File: config.mk
export PLATFORM = sky130hd
export DESIGN_NAME = mem_line_arbiter
export DESIGN_NICKNAME = d
export VERILOG_FILES = /design/src/rtl/mem_line_arbiter.sv
export SDC_FILE = /design/constraint.sdc
export NUM_CORES = 1
export LEC_CHECK = 0
export ABC_AREA = 1
export BUFFER_PORTS_ARGS = -buffer_cell sky130_fd_sc_hd__buf_4
export CAP_MARGIN = 20
export CELL_PAD_IN_SITES_DETAIL_PLACEMENT = 0
export CELL_PAD_IN_SITES_GLOBAL_PLACEMENT = 1
export CORE_MARGIN = 2
export CORE_UTILIZATION = 32
export CTS_BUF_LIST = sky130_fd_sc_hd__clkbuf_8
export DETAILED_ROUTE_END_ITERATION = 10
export PLACE_DENSITY = 0.95
export SKIP_LAST_GASP = 1
export SYNTH_ARGS = -nofsm -noshare
export SYNTH_HDL_FRONTEND = slang
export SYNTH_SLANG_ARGS = --single-unit
File: constraint.sdc
create_clock -name clk -period 4 [get_ports clk]
set_input_delay 0.2 -clock clk [delete_from_list [all_inputs] [get_ports clk]]
set_output_delay 0.2 -clock clk [all_outputs]
set_load 0.005 [all_outputs]
File: src/rtl/mem_line_arbiter.sv
// Purpose: arbitrates the single word-wide memory port between ICache fills and DCache fills/write-backs, one full line burst at a time.
// Latency: grant at E0, one word per mem_ack, done pulse in the cycle after E_N, IDLE after E_{N+1}, next grant at E_{N+2} or later.
// Backpressure: mem_ack low stalls the burst indefinitely with all outputs held; requesters hold req until their done pulse.
module mem_line_arbiter #(
  parameter int LINE_ADDR_LEN = 3,
  parameter int STARVE_LIMIT  = 2
) (
  input  logic                     clk,
  input  logic                     rst,
  input  logic                     i_req,
  input  logic [31:0]              i_addr,
  output logic                     i_rvalid,
  output logic [31:0]              i_rdata,
  output logic                     i_done,
  input  logic                     d_req,
  input  logic                     d_we,
  input  logic [31:0]              d_addr,
  input  logic [31:0]              d_wdata,
  output logic                     d_rvalid,
  output logic [31:0]              d_rdata,
  output logic                     d_done,
  output logic [LINE_ADDR_LEN-1:0] word_idx,
  output logic [1:0]               grant,
  output logic                     busy,
  output logic                     mem_req,
  output logic                     mem_we,
  output logic [31:0]              mem_addr,
  output logic [31:0]              mem_wdata,
  input  logic [31:0]              mem_rdata,
  input  logic                     mem_ack,
  output logic [31:0]              i_cnt,
  output logic [31:0]              d_cnt
);

  localparam int BASE_W = 32 - LINE_ADDR_LEN - 2;
  localparam int STRK_W = $clog2(STARVE_LIMIT + 1);
  localparam logic [LINE_ADDR_LEN-1:0] LAST_IDX = {LINE_ADDR_LEN{1'b1}};
  localparam logic [STRK_W-1:0]        STRK_MAX = STRK_W'(STARVE_LIMIT);

  typedef enum logic [1:0] {
    S_IDLE  = 2'd0,
    S_BURST = 2'd1,
    S_DONE  = 2'd2
  } state_t;

  state_t            state;
  logic [BASE_W-1:0] base;
  logic              we_q;
  logic [STRK_W-1:0] streak;
  logic              take_d;
  logic              take_i;

  // Byte/word offset bits of the request addresses carry no information here.
  logic unused_addr_bits;
  assign unused_addr_bits = ^{i_addr[LINE_ADDR_LEN+1:0], d_addr[LINE_ADDR_LEN+1:0]};

  // Grant decision for IDLE: D wins ties unless I has already waited out STARVE_LIMIT D grants.
  always_comb begin
    take_d = d_req && !(i_req && (streak == STRK_MAX));
    take_i = i_req && !take_d;
  end

  // Main sequencer: IDLE -> BURST -> DONE -> IDLE, all control outputs registered here.
  always_ff @(posedge clk) begin
    if (rst) begin
      state    <= S_IDLE;
      base     <= '0;
      we_q     <= 1'b0;
      streak   <= '0;
      grant    <= 2'b00;
      busy     <= 1'b0;
      mem_req  <= 1'b0;
      word_idx <= '0;
      i_done   <= 1'b0;
      d_done   <= 1'b0;
      i_cnt    <= '0;
      d_cnt    <= '0;
    end else begin
      case (state)
        S_IDLE: begin
          if (take_d) begin
            state    <= S_BURST;
            grant    <= 2'b10;
            busy     <= 1'b1;
            mem_req  <= 1'b1;
            base     <= d_addr[31:LINE_ADDR_LEN+2];
            we_q     <= d_we;
            word_idx <= '0;
            // Only D grants that beat a waiting I count toward starvation.
            streak   <= i_req ? streak + STRK_W'(1) : '0;
          end else if (take_i) begin
            state    <= S_BURST;
            grant    <= 2'b01;
            busy     <= 1'b1;
            mem_req  <= 1'b1;
            base     <= i_addr[31:LINE_ADDR_LEN+2];
            we_q     <= 1'b0;
            word_idx <= '0;
            streak   <= '0;
          end
        end
        S_BURST: begin
          if (mem_ack) begin
            if (word_idx == LAST_IDX) begin
              state    <= S_DONE;
              mem_req  <= 1'b0;
              word_idx <= '0;
              i_done   <= grant[0];
              d_done   <= grant[1];
            end else begin
              word_idx <= word_idx + 1'b1;
            end
          end
        end
        S_DONE: begin
          state  <= S_IDLE;
          busy   <= 1'b0;
          grant  <= 2'b00;
          we_q   <= 1'b0;
          i_done <= 1'b0;
          d_done <= 1'b0;
          if (grant[0]) i_cnt <= i_cnt + 32'd1;
          if (grant[1]) d_cnt <= d_cnt + 32'd1;
        end
        default: begin
          state    <= S_IDLE;
          busy     <= 1'b0;
          grant    <= 2'b00;
          mem_req  <= 1'b0;
          i_done   <= 1'b0;
          d_done   <= 1'b0;
          word_idx <= '0;
        end
      endcase
    end
  end

  // Memory-side word request, driven only while a burst is active.
  always_comb begin
    mem_we    = mem_req & we_q;
    mem_addr  = mem_req ? {base, word_idx, 2'b00} : 32'd0;
    mem_wdata = (mem_req & we_q) ? d_wdata : 32'd0;
  end

  // Read data forwarded straight through to whichever cache owns the fill.
  always_comb begin
    i_rvalid = mem_req & mem_ack & ~we_q & grant[0];
    d_rvalid = mem_req & mem_ack & ~we_q & grant[1];
    i_rdata  = i_rvalid ? mem_rdata : 32'd0;
    d_rdata  = d_rvalid ? mem_rdata : 32'd0;
  end

endmodule

Word-level counts from Yosys, hierarchy flattened
Index checks and enable logic that the tools add are counted. W data, S select, Z words.

Flip-flop bits (word level): 105. Latch bits: 0. Memory bits (writable): 0. Bits in read-only memories: 0. Input port bits: 134. Output and inout bits: 204. Logic and storage cells: 85. Memories kept: 0.

$add $sub $neg: 4. Multipliers: 0. Div/mod/pow operators: 0. $lt $le $gt $ge: 0. Eq/ne operators: 7. Shift-type cells: 0. Mux-type cells: 36. Bitwise operators: 9. Reduce and logical (&&, ||, !) cells: 17.

Operator list (number): $mux W32 (4); $add A32 B1 Y32 const B (2); $mux W27 (2); $mux W2 (8); $mux W3 (4); $mux W1 (10); $reduce_and A2 Y1 (5); $pmux W3 S3 (1); $reduce_and A3 Y1 (3); $pmux W1 S2 (4); $pmux W2 S2 (2); $and A1 B1 Y1 (5); $eq A2 B2 Y1 const B (2); $ne A2 B2 Y1 const B (2); $not A1 Y1 (4); $reduce_and A4 Y1 (1); $reduce_bool A2 Y1 (2); $add A3 B1 Y3 const B (1); $eq A3 B3 Y1 const B (1); $logic_and A1 B1 Y1 (3); $ne A3 B3 Y1 const B (1); $pmux W1 S3 (1); $add A2 B1 Y2 const B (1); $eq A2 B1 Y1 const B (1); other kinds (2) (3).

Longest topological paths before layout
Gate-level depths: netlist of run 1.

Depth in word-level cells: 9. Mapped depth: 9. Mapped depth without buffers: 9.

Worst setup path after synthesis of run 1
No wires, ideal clock.

Kind: register to register. Start point: register d_cnt[2]. End point: register d_cnt[13]. Setup time: 116 ps. Arrival: 1283 ps. Path slack: 2602 ps. Cell stages (with the launch flop): 8. Path buffers: 0. Clock period less this slack: 1398 ps. Cell sequence: dfxtp_1 > nand3_1 > nor2_1 > nand2_1 > nor2_1 > nand2_1 > o21ai_0 > nor2_1.

Longest elaborated chain between the ends: 1.

Ends and longest elaborated chain: start, declared (line 32) `output logic [31:0] d_cnt`; start signal, assigned (line 123) `if (grant[1]) d_cnt <= d_cnt + 32'd1;`; $add A32 B1 Y32 (line 123).

Every way passes these cells. A chain may end at the register's enable or synchronous reset.

Worst setup path after layout of run 1
Start point: register mem_req. End point: output mem_wdata[16].

Longest elaborated chain between the ends: 2.

Ends and longest elaborated chain: start, declared (line 25) `output logic mem_req,`; start signal, assigned (line 72) `mem_req <= 1'b0;`; start signal, assigned (line 85) `mem_req <= 1'b1;`; start signal, assigned (line 95) `mem_req <= 1'b1;`; $and A1 B1 Y1 (line 142) `mem_wdata = (mem_req & we_q) ? d_wdata : 32'd0;`; $mux W32 (line 142); end, declared (line 28) `output logic [31:0] mem_wdata,`.

Every way passes these cells.

==> results.tsv, run 1 <==
metric	value	unit
outcome	completed	
TritonCTS Buffers	9	
Sw Ratio	28.0	%
WP data arrival	2.15	ns
top cells by count, synth	nand2_1, nor2_1, inv_1	
Worst Path Buf+Inv	2	
Layout area overhead	46.7	%
Worst path top cell family by delay	simple AND/OR/NAND/NOR gates	
HP Class	primary input to flop	
Rel. slew slack	31.9	%
clock power share	33.5	%
flops & latches, synth	105	
CTS sink count	105	
Initial Util	32.5	%
Design Area, Final	8930	sq um
post-synthesis mux area share	0	%
most common cell in the netlist	nand2_1	
Syn. warnings	0	
ys flop type	dfxtp_1	
Fin Setup TNS	0	ns
number of flops mapped to enable cells by yosys	0	
CTS Hold Bufs	0	
routability cong.	0.817	
Row Count	50	
Boundary Pins	338	
mapped cell area	6090	sq um
htree depth	3	
Die H	142	microns
crit path max-delay cell type	nand2_1	
worst slew pin tran	1.02	ns
final std cells w/o fill	1578	
logic gate share of total power	16.8	%
Worst setup SP type	flop	
Fill cells	1981	
Final ANT Viol Nets	0	
Hold Vio Cnt, Final	0	
Pwr per Cell Area	251	nW/um^2
grt ovf	0	
Critical Path, Cell by Cell	buf_4, nand2_1, nor2_1, buf_4	
fin crit share	58.7	%
leading area contributor after synthesis	dfxtp_1	
Total GRT Usage	19.3	%
DRT Pass-1 Iters	5	
share of layout cells above drive strength 1	26.9	%
setup violators final	0	
Slew Limit Fails	0	
Cells after DPL	1562	
placed cell areas	8700	sq um
IO Port Bufs	325	
CTS max path bufs	2	
vias per cell	4.54	
synth unique cells	31	
DR WL/cell	13.3	microns
die width	142	microns
delay of the slowest cell on the worst path	0.66	ns
postcts setup bufs	0	
root buf cell	clkbuf_8	
sequential area share after synthesis	34.5	%
Final Critical Period	2.35	ns
most used cell, CP	buf_4	
share of the synthesized area in the top cell type	34.5	%
Avg Inst Size Synth	5.89	sq um
Sequential Power Share	49.6	%
Post-Synth XOR/XNOR Area	0.720	%
crit path kind	flop to primary output	
CP required	3.80	ns
worst vdd ir	159	uV
Synth Area in Compound Gates	9.52	%
core footprint	18700	sq um
initial antenna violation count	0	
Net Sw Power	627	uW
Final nets	1478	
Async SR Flop Fraction	0	%
Post-Synth Adder-Cell Area	1.03	%
largest net degree at the start of global routing	58	
Fmax achieved	426	MHz
Leakage Power	0.00463	uW
P_int	1610	uW
clk slew on worst S/H paths	0.11	ns
n_diodes	0	
Synth area leaders	dfxtp_1, nand2_1, nor2_1	
WL final	21.0	mm
Detail Placement HPWL	16.0	mm
maxcap violations	0	
skew final	0.0165	ns
Hold Slack	0.0586	ns
Simple-Gate Fraction of Synth Area	40.4	%
via count	7160	
vias in the first global route	6132	
Synth Instances	1033	
unrepaired setup endpoints after global routing	no	
die area	20100	sq um
global-route wire length before repair	31.4	mm
largest family of logic cells by synthesized area	simple AND/OR/NAND/NOR gates	
Residual DRC	0	
CP Capture Type	primary output	
Max Fanout on Critical Path	34	
post_cts resized	0	
CTS tree	built	
drt first-iter violations	359	
Clock Latency Late Sink	0.39	ns
==> sequential cells by signal, summed over array words and instances (netlist names) <==
register and flops:
d_cnt 32, i_cnt 32, base 27, word_idx 3
grant 2, state 2, streak 2, busy 1
d_done 1, i_done 1, mem_req 1, we_q 1
==> final timing paths <==
path,startpoint,end,slack (ns),cells after the start
worst max-delay path,mem_req$_SDFFE_PP0P_,mem_wdata[16],1.65,4
worst min-delay path,i_addr[28],base[23]$_SDFFE_PP0P_,0.06,3
worst max register to register,d_cnt[0]$_SDFFE_PP0P_,d_cnt[13]$_SDFFE_PP0P_,2.21,7
worst min register to register,i_done$_SDFFE_PP0P_,i_done$_SDFFE_PP0P_,0.48,2
==> cell families (layout without fill, tap and decap cells) <==
kind of cell,after synthesis,count (layout)
simple gates,597,597
buf+inv,219,529
xor+xnor,5,5
compound gates,101,101
flops,105,105
other cells,1,2
fa+ha+maj,5,5
==> tightest hold or removal path: stages <==
cell	delay [ns]
buf_4	0.08
nand2_1	0.04
a31oi_1	0.10
==> layout by cell type (no fill, tap or decap), types with 2 or more instances in the layout <==
cell type / count
nor3_1: 12
nand3b_1: 2
nand3_1: 61
xor2_1: 4
nor2_2: 6
nand3_4: 2
nand4_1: 19
dfxtp_1: 105
o21bai_1: 2
nand2_1: 264
o21ai_0: 22
buf_4: 328
nor2_4: 2
o21a_1: 6
a31oi_1: 27
ha_1: 5
inv_1: 181
nor2_1: 227
inv_2: 4
clkbuf_8: 12
conb_1: 2
a21oi_1: 40
==> per-layer routing <==
layer | part of all wire (%) | global-route usage (%)
met3 | 6.9 | 5.30
met2 | 47 | 32.3
met1 | 45 | 25.2
met5 | 0 | 0
met4 | 0.72 | 3.58
==> power groups by stage <==
stage / Combinational [uW] / Clock (uW) / Sequential (uW)
after floorplan: 182 / 0 / 1130
after global placement: 374 / 0 / 1130
after detailed placement: 379 / 0 / 1130
after CTS: 380 / 774 / 1110
after global routing: 419 / 809 / 1120
final: 377 / 750 / 1110
==> cell type report <==
| type | count | area (sq um) | share of cell area, % |
|---|---|---|---|
| Clock buffer | 12 | 165 | 1.85 |
| Clock inverter | 4 | 57.6 | 0.645 |
| Inverter | 185 | 694 | 7.78 |
| Multi-Input combinational cell | 710 | 3150 | 35.3 |
| Sequential cell | 105 | 2100 | 23.5 |
| Tap cell | 234 | 293 | 3.28 |
| Timing Repair Buffer | 328 | 2460 | 27.6 |
==> stage by stage <==
stage / worst slack, ns / utilization (%) / power [uW]
floorplan: 2.60 / - / 1310
global placement: 2.07 / 46.5 / 1510
detailed placement: 2.01 / 46.5 / 1510
CTS: 1.57 / 47.7 / 2270
global route: 1.42 / 47.7 / 2350
finish: 1.65 / 47.7 / 2240
Power figures use the tool's default switching activity.
==> run 2: changes to the inputs <==
CORE_UTILIZATION = 27   (was 32)
PLACE_DENSITY = 0.9   (was 0.95)
clock period = 2 ns   (was 4 ns; I/O delays follow)
==> results.tsv, run 2 (synthesis results as in run 1) <==
metric	value	unit	change
postcts setup bufs	0		unchanged
Boundary Pins	338		unchanged
worst vdd ir	317	uV	+100%
Worst path top cell family by delay	flip-flops		
Residual DRC	0		unchanged
vias per cell	4.45		-2.0%
TritonCTS Buffers	9		unchanged
Final ANT Viol Nets	0		unchanged
fin crit share	92.6	%	
die area	23800	sq um	+18%
Die H	154	microns	+8.6%
WL final	22.7	mm	+8.5%
vias in the first global route	7024		+15%
largest net degree at the start of global routing	47		-19%
CP Capture Type	primary output		
reg2reg start	state[0]$_SDFFE_PP0P_		
crit path max-delay cell type	dfxtp_1		
maxcap violations	0		unchanged
Sw Ratio	30.0	%	+2.0 points
delay of the slowest cell on the worst path	0.46	ns	-0.20 ns
crit path kind	flop to primary output		
root buf cell	clkbuf_8		
worst reg-to-reg path cell count	8		+1
Sequential Power Share	47.9	%	-1.7 points
Critical Path, Cell by Cell	inv_1, nor2_2, inv_4, nor2_1, buf_4		
CTS tree	built		
Layout area overhead	59.3	%	
Hold Crit Depth	4		+1
Pwr per Cell Area	479	nW/um^2	+91%
die width	154	microns	+8.6%
clock power share	33.1	%	-0.4 points
Clock Latency Late Sink	0.40	ns	about the same
routability cong.	0.848		+3.7%
unrepaired setup endpoints after global routing	no		
Fmax achieved	540	MHz	
share of layout cells above drive strength 1	26.4	%	-0.46 points
via count	7528		+5.1%
commonest non-fill, non-tap cell in the layout	buf_4		
DRT Pass-1 Iters	8		+3
Net Sw Power	1390	uW	+120%
placed cell areas	8850	sq um	+1.7%
Final Critical Period	1.85	ns	
commonest non-fill, non-tap cells in the layout	buf_4, nand2_1, nor2_1		
FF-to-FF End	d_cnt[27]$_SDFFE_PP0P_		
CTS sink count	105		unchanged
Total GRT Usage	18.2	%	-1.1 points
crit path from	grant[1]$_SDFFE_PP0P_		
Detail Placement HPWL	17.0	mm	+6.3%
grt ovf	0		unchanged
n_diodes	0		unchanged
DR WL/cell	13.4	microns	+1.1%
IO Port Bufs	325		unchanged
core footprint	22000	sq um	+17%
outcome	completed		
htree depth	3		unchanged
CTS max path bufs	2		unchanged
biggest regs	d_cnt x32, i_cnt x32, base x27		
Final nets	1547		+4.7%
skew final	0.0182	ns	+0.00170 ns
clk slew on worst S/H paths	0.14	ns	+0.03 ns
P_int	3240	uW	+100%
Fill cells	2293		+16%
Slew Limit Fails	0		unchanged
Initial Util	27.7	%	-4.8 points
origin of the worst min-delay path	i_addr[24]		
Max Fanout on Critical Path	32		-5.9%
Leakage Power	0.00494	uW	+6.6%
WP data arrival	1.75	ns	-0.40 ns
HP Class	primary input to flop		
CP required	1.90	ns	-1.90 ns
Worst setup SP type	flop		
R2R Setup Slk	0.29	ns	-1.92 ns
setup violators final	0		unchanged
drt first-iter violations	404		+13%
Worst Path Buf+Inv	3		+1
end point of the worst hold path	base[19]$_SDFFE_PP0P_		
initial antenna violation count	0		unchanged
Fin Setup TNS	0	ns	unchanged
Row Count	54		+8.0%
global-route wire length before repair	35.5	mm	+13%
Hold Vio Cnt, Final	0		unchanged
Design Area, Final	9690	sq um	+8.6%
logic gate share of total power	19.0	%	+2.2 points
## run 2: cell type report
type / instances / area [sq um] / area share [%]
Clock buffer: 9 / 124 / 1.28
Sequential cell: 105 / 2100 / 21.7
Tap cell: 280 / 350 / 3.61
Clock inverter: 7 / 111 / 1.15
Inverter: 185 / 699 / 7.22
Multi-Input combinational cell: 710 / 3160 / 32.6
Timing Repair Buffer: 397 / 3140 / 32.4
## run 2: worst max path at each step
stage,end,slack (ns),cells past startpoint
finish,d_rdata[7],0.15,5
global route,d_rdata[7],0.04,5
detailed placement,d_cnt[27]$_SDFFE_PP0P_,0.29,8
floorplan,d_cnt[13]$_SDFFE_PP0P_,0.60,7
CTS,d_rdata[2],0.03,5
global placement,d_cnt[27]$_SDFFE_PP0P_,0.33,8
## run 2: tightest hold or removal path, delay by kind of cell
family,cells,cell delay [ns]
AO/OA/AOI/OAI,1,0.10
buffers and inverters,2,0.61
AND/OR/NAND/NOR,1,0.04
## run 2: through the flow
stage | hold slack, ns | total power (uW) | utilization [%] | setup WS, ns | std cells
floorplan | 0.248 | 2620 | - | 0.602 | 1034
global placement | 0.357 | 3040 | 40.3 | 0.326 | 1618
detailed placement | 0.365 | 3040 | 40.3 | 0.289 | 1618
CTS | 0.456 | 4680 | 44.1 | 0.0327 | 1693
global route | 0.477 | 4870 | 44.1 | 0.0355 | 1693
finish | 0.475 | 4640 | 44.1 | 0.147 | 1693
## run 2: power by group through the flow
stage               clock network [uW]  logic, uW  registers [uW]
CTS                               1590        874            2220
global placement                     0        770            2270
finish                            1530        881            2220
floorplan                            0        364            2260
global route                      1670        967            2230
detailed placement                   0        775            2270
## run 2: routing by layer
layer | track usage (%) | share of wire (%) | vias up
li1 | - | - | 3907
met5 | 0 | 0 | -
met3 | 4.17 | 6.2 | 28
met1 | 22.9 | 44 | 3353
met4 | 4.05 | 1.4 | 0
met2 | 31.6 | 48 | 240
## run 2: what timing repair did
action,CTS,global route
resized for setup,1,6
endpoints found under the hold margin,32,0
hold buffers,59,0
endpoints found under the setup margin,2,9
==> run 3: changes to the inputs <==
BUFFER_PORTS_ARGS = unset   (was -buffer_cell sky130_fd_sc_hd__buf_4)
CORE_UTILIZATION = 38   (was 27)
DONT_BUFFER_PORTS = 1   (was unset)
PLACE_DENSITY = 0.88   (was 0.9)
==> results.tsv, run 3 (synthesis results as in run 1) <==
metric	value	unit	change
outcome	completed		
Final ANT Viol Nets	0		unchanged
Die H	131	microns	-15%
unrepaired setup endpoints after global routing	no		
Fmax achieved	527	MHz	-2.4%
M3 GR Usage	9.69	%	+5.5 points
Total GRT Usage	24.2	%	+6.1 points
biggest regs	d_cnt x32, i_cnt x32, base x27		
Initial Util	38.6	%	+11 points
Layout area overhead	21.3	%	
global-route wire length before repair	31.4	mm	-12%
Worst setup SP type	flop		
skew final	0.0172	ns	-0.00106 ns
Detail Placement HPWL	16.2	mm	-4.8%
CP required	2.34	ns	+0.44 ns
crit path max-delay cell type	dlygate4sd3_1		
htree depth	3		unchanged
CTS max path bufs	2		unchanged
most used cell, CP	nand2_1		
IO Port Bufs	0		-100%
largest net degree at the start of global routing	57		+21%
vias per cell	5.04		+13%
Hold Vio Cnt, Final	0		unchanged
WP data arrival	2.24	ns	+0.49 ns
initial antenna violation count	2		+2
commonest non-fill, non-tap cells in the layout	nand2_1, nor2_1, inv_1		
setup violators final	0		unchanged
CTS tree	built		
Design Power	4310	uW	-7.1%
CTS sink count	105		unchanged
met1 Track Usage GR	31.8	%	+8.9 points
clk slew on worst S/H paths	0.11	ns	-0.03 ns
delay of the slowest cell on the worst path	0.56	ns	+0.10 ns
maxcap violations	0		unchanged
WL final	22.2	mm	-2.4%
Max Fanout on Critical Path	15		-53%
die width	131	microns	-15%
die area	17000	sq um	-28%
vias in the first global route	5726		-18%
worst reg-to-reg path cell count	9		+1
DR WL/cell	16.7	microns	+25%
Final nets	1244		-20%
Pwr per Cell Area	584	nW/um^2	+22%
commonest non-fill, non-tap cell in the layout	nand2_1		
CP Capture Type	flop		
placed cell areas	6490	sq um	-27%
grt ovf	0		unchanged
Design Area, Final	7380	sq um	-24%
global route hottest layer	met2		
root buf cell	clkbuf_8		
routability cong.	0.857		+1.0%
DRT Pass-1 Iters	5		-3
share of layout cells above drive strength 1	6.94	%	-19 points
GRT met2 Usage	37.9	%	+6.3 points
R2R Setup Slk	0.10	ns	-0.19 ns
core footprint	15800	sq um	-28%
Leakage Power	0.00340	uW	-31%
TritonCTS Buffers	9		unchanged
reg2reg start	streak[0]$_SDFFE_PP0P_		
Row Count	46		-15%
via count	6683		-11%
fin crit share	94.9	%	+2.3 points
Clock Latency Late Sink	0.39	ns	about the same
Slew Limit Fails	0		unchanged
crit path from	streak[0]$_SDFFE_PP0P_		
Fin Setup TNS	0	ns	unchanged
Critical Path, Cell by Cell	inv_1, ha_1, nand2_2, nand2_1, nor2_4, buf_12, nand2_1, a31oi_1, dlygate4sd3_1		
HP Class	primary input to flop		
FF-to-FF End	base[24]$_SDFFE_PP0P_		
Residual DRC	0		unchanged
worst vdd ir	427	uV	+35%
crit path to	base[24]$_SDFFE_PP0P_		
drt first-iter violations	562		+39%
crit path kind	flop to flop		
Final Critical Period	1.90	ns	+0.0462 ns
Boundary Pins	338		unchanged
run 3: changes by cell type in the layout (fill, tap and decap cells not counted), moves of 2 or more:
cell           change
buf_4            -305
clkinv_8           -3
nor2_1             -3
dlygate4sd3_1      -2
inv_6              +2
nor2_2             +2
run 3: worst min-delay path by stage:
stage,cells after the start,slack [ns],endpoint,from
4_1_cts,2,0.04,d_cnt[25]$_SDFFE_PP0P_,rst
3_3_place_gp,1,0.18,d_cnt[1]$_SDFFE_PP0P_,rst
2_1_floorplan,2,0.25,we_q$_SDFFE_PP0P_,d_we
5_1_grt,2,0.06,d_cnt[26]$_SDFFE_PP0P_,rst
3_5_place_dp,1,0.18,d_cnt[1]$_SDFFE_PP0P_,rst
6_report,2,0.05,d_cnt[16]$_SDFFE_PP0P_,rst
run 3: routing by layer:
metal	share of wire [%]	wire, microns
met1	43	9570
met2	45	10000
met3	10	2320
met4	1.2	276
met5	0.059	13
run 3: critical path: cells and delay by family, from the launching register on:
| kind | cells | cell delay, ns |
|---|---|---|
| buffers and inverters | 3 | 0.77 |
| and+or+nand+nor | 4 | 0.39 |
| AOI/OAI and AO/OA | 1 | 0.18 |
| adders and majority gates | 1 | 0.20 |
| DFF | 1 | 0.32 |
run 3: layout make-up:
class,count,area (sq um)
diodes,1,2.50
clock buffers,10,138
clock inverters,6,65.1
fillers,1645,8390
inverters,185,699
multi-input cells,710,3180
flip-flops and latches,105,2100
well taps,216,270
repair buffers,94,922
run 3: what timing repair did:
| item | in CTS | in global routing |
|---|---|---|
| hold buffers | 58 | 1 |
| setup buffers | 0 | 1 |
| pin swaps | 0 | 1 |
| gates resized for setup | 4 | 15 |
| setup endpoints to repair | 4 | 11 |
| endpoints found under the hold margin | 58 | 1 |
| cloned | 0 | 1 |
run 3: per-stage QoR:
stage	worst slack (ns)	hold WS [ns]	utilization, %	std cells
3_3_place_gp	0.359	0.178	41.1	1250
2_1_floorplan	0.602	0.248	-	1034
4_1_cts	0.0125	0.0406	46.3	1324
5_1_grt	0.0241	0.0612	46.8	1326
6_report	0.101	0.0504	46.8	1327
3_5_place_dp	0.325	0.179	41.1	1250
run 3: report_power, final:
group	total, uW	leakage, uW	internal, uW	switching (uW)
Clock	1420	0.000108	620	804
Combinational	652	0.00244	253	399
Sequential	2230	0.000853	2170	64.2
Total	4310	0.00340	3040	1270
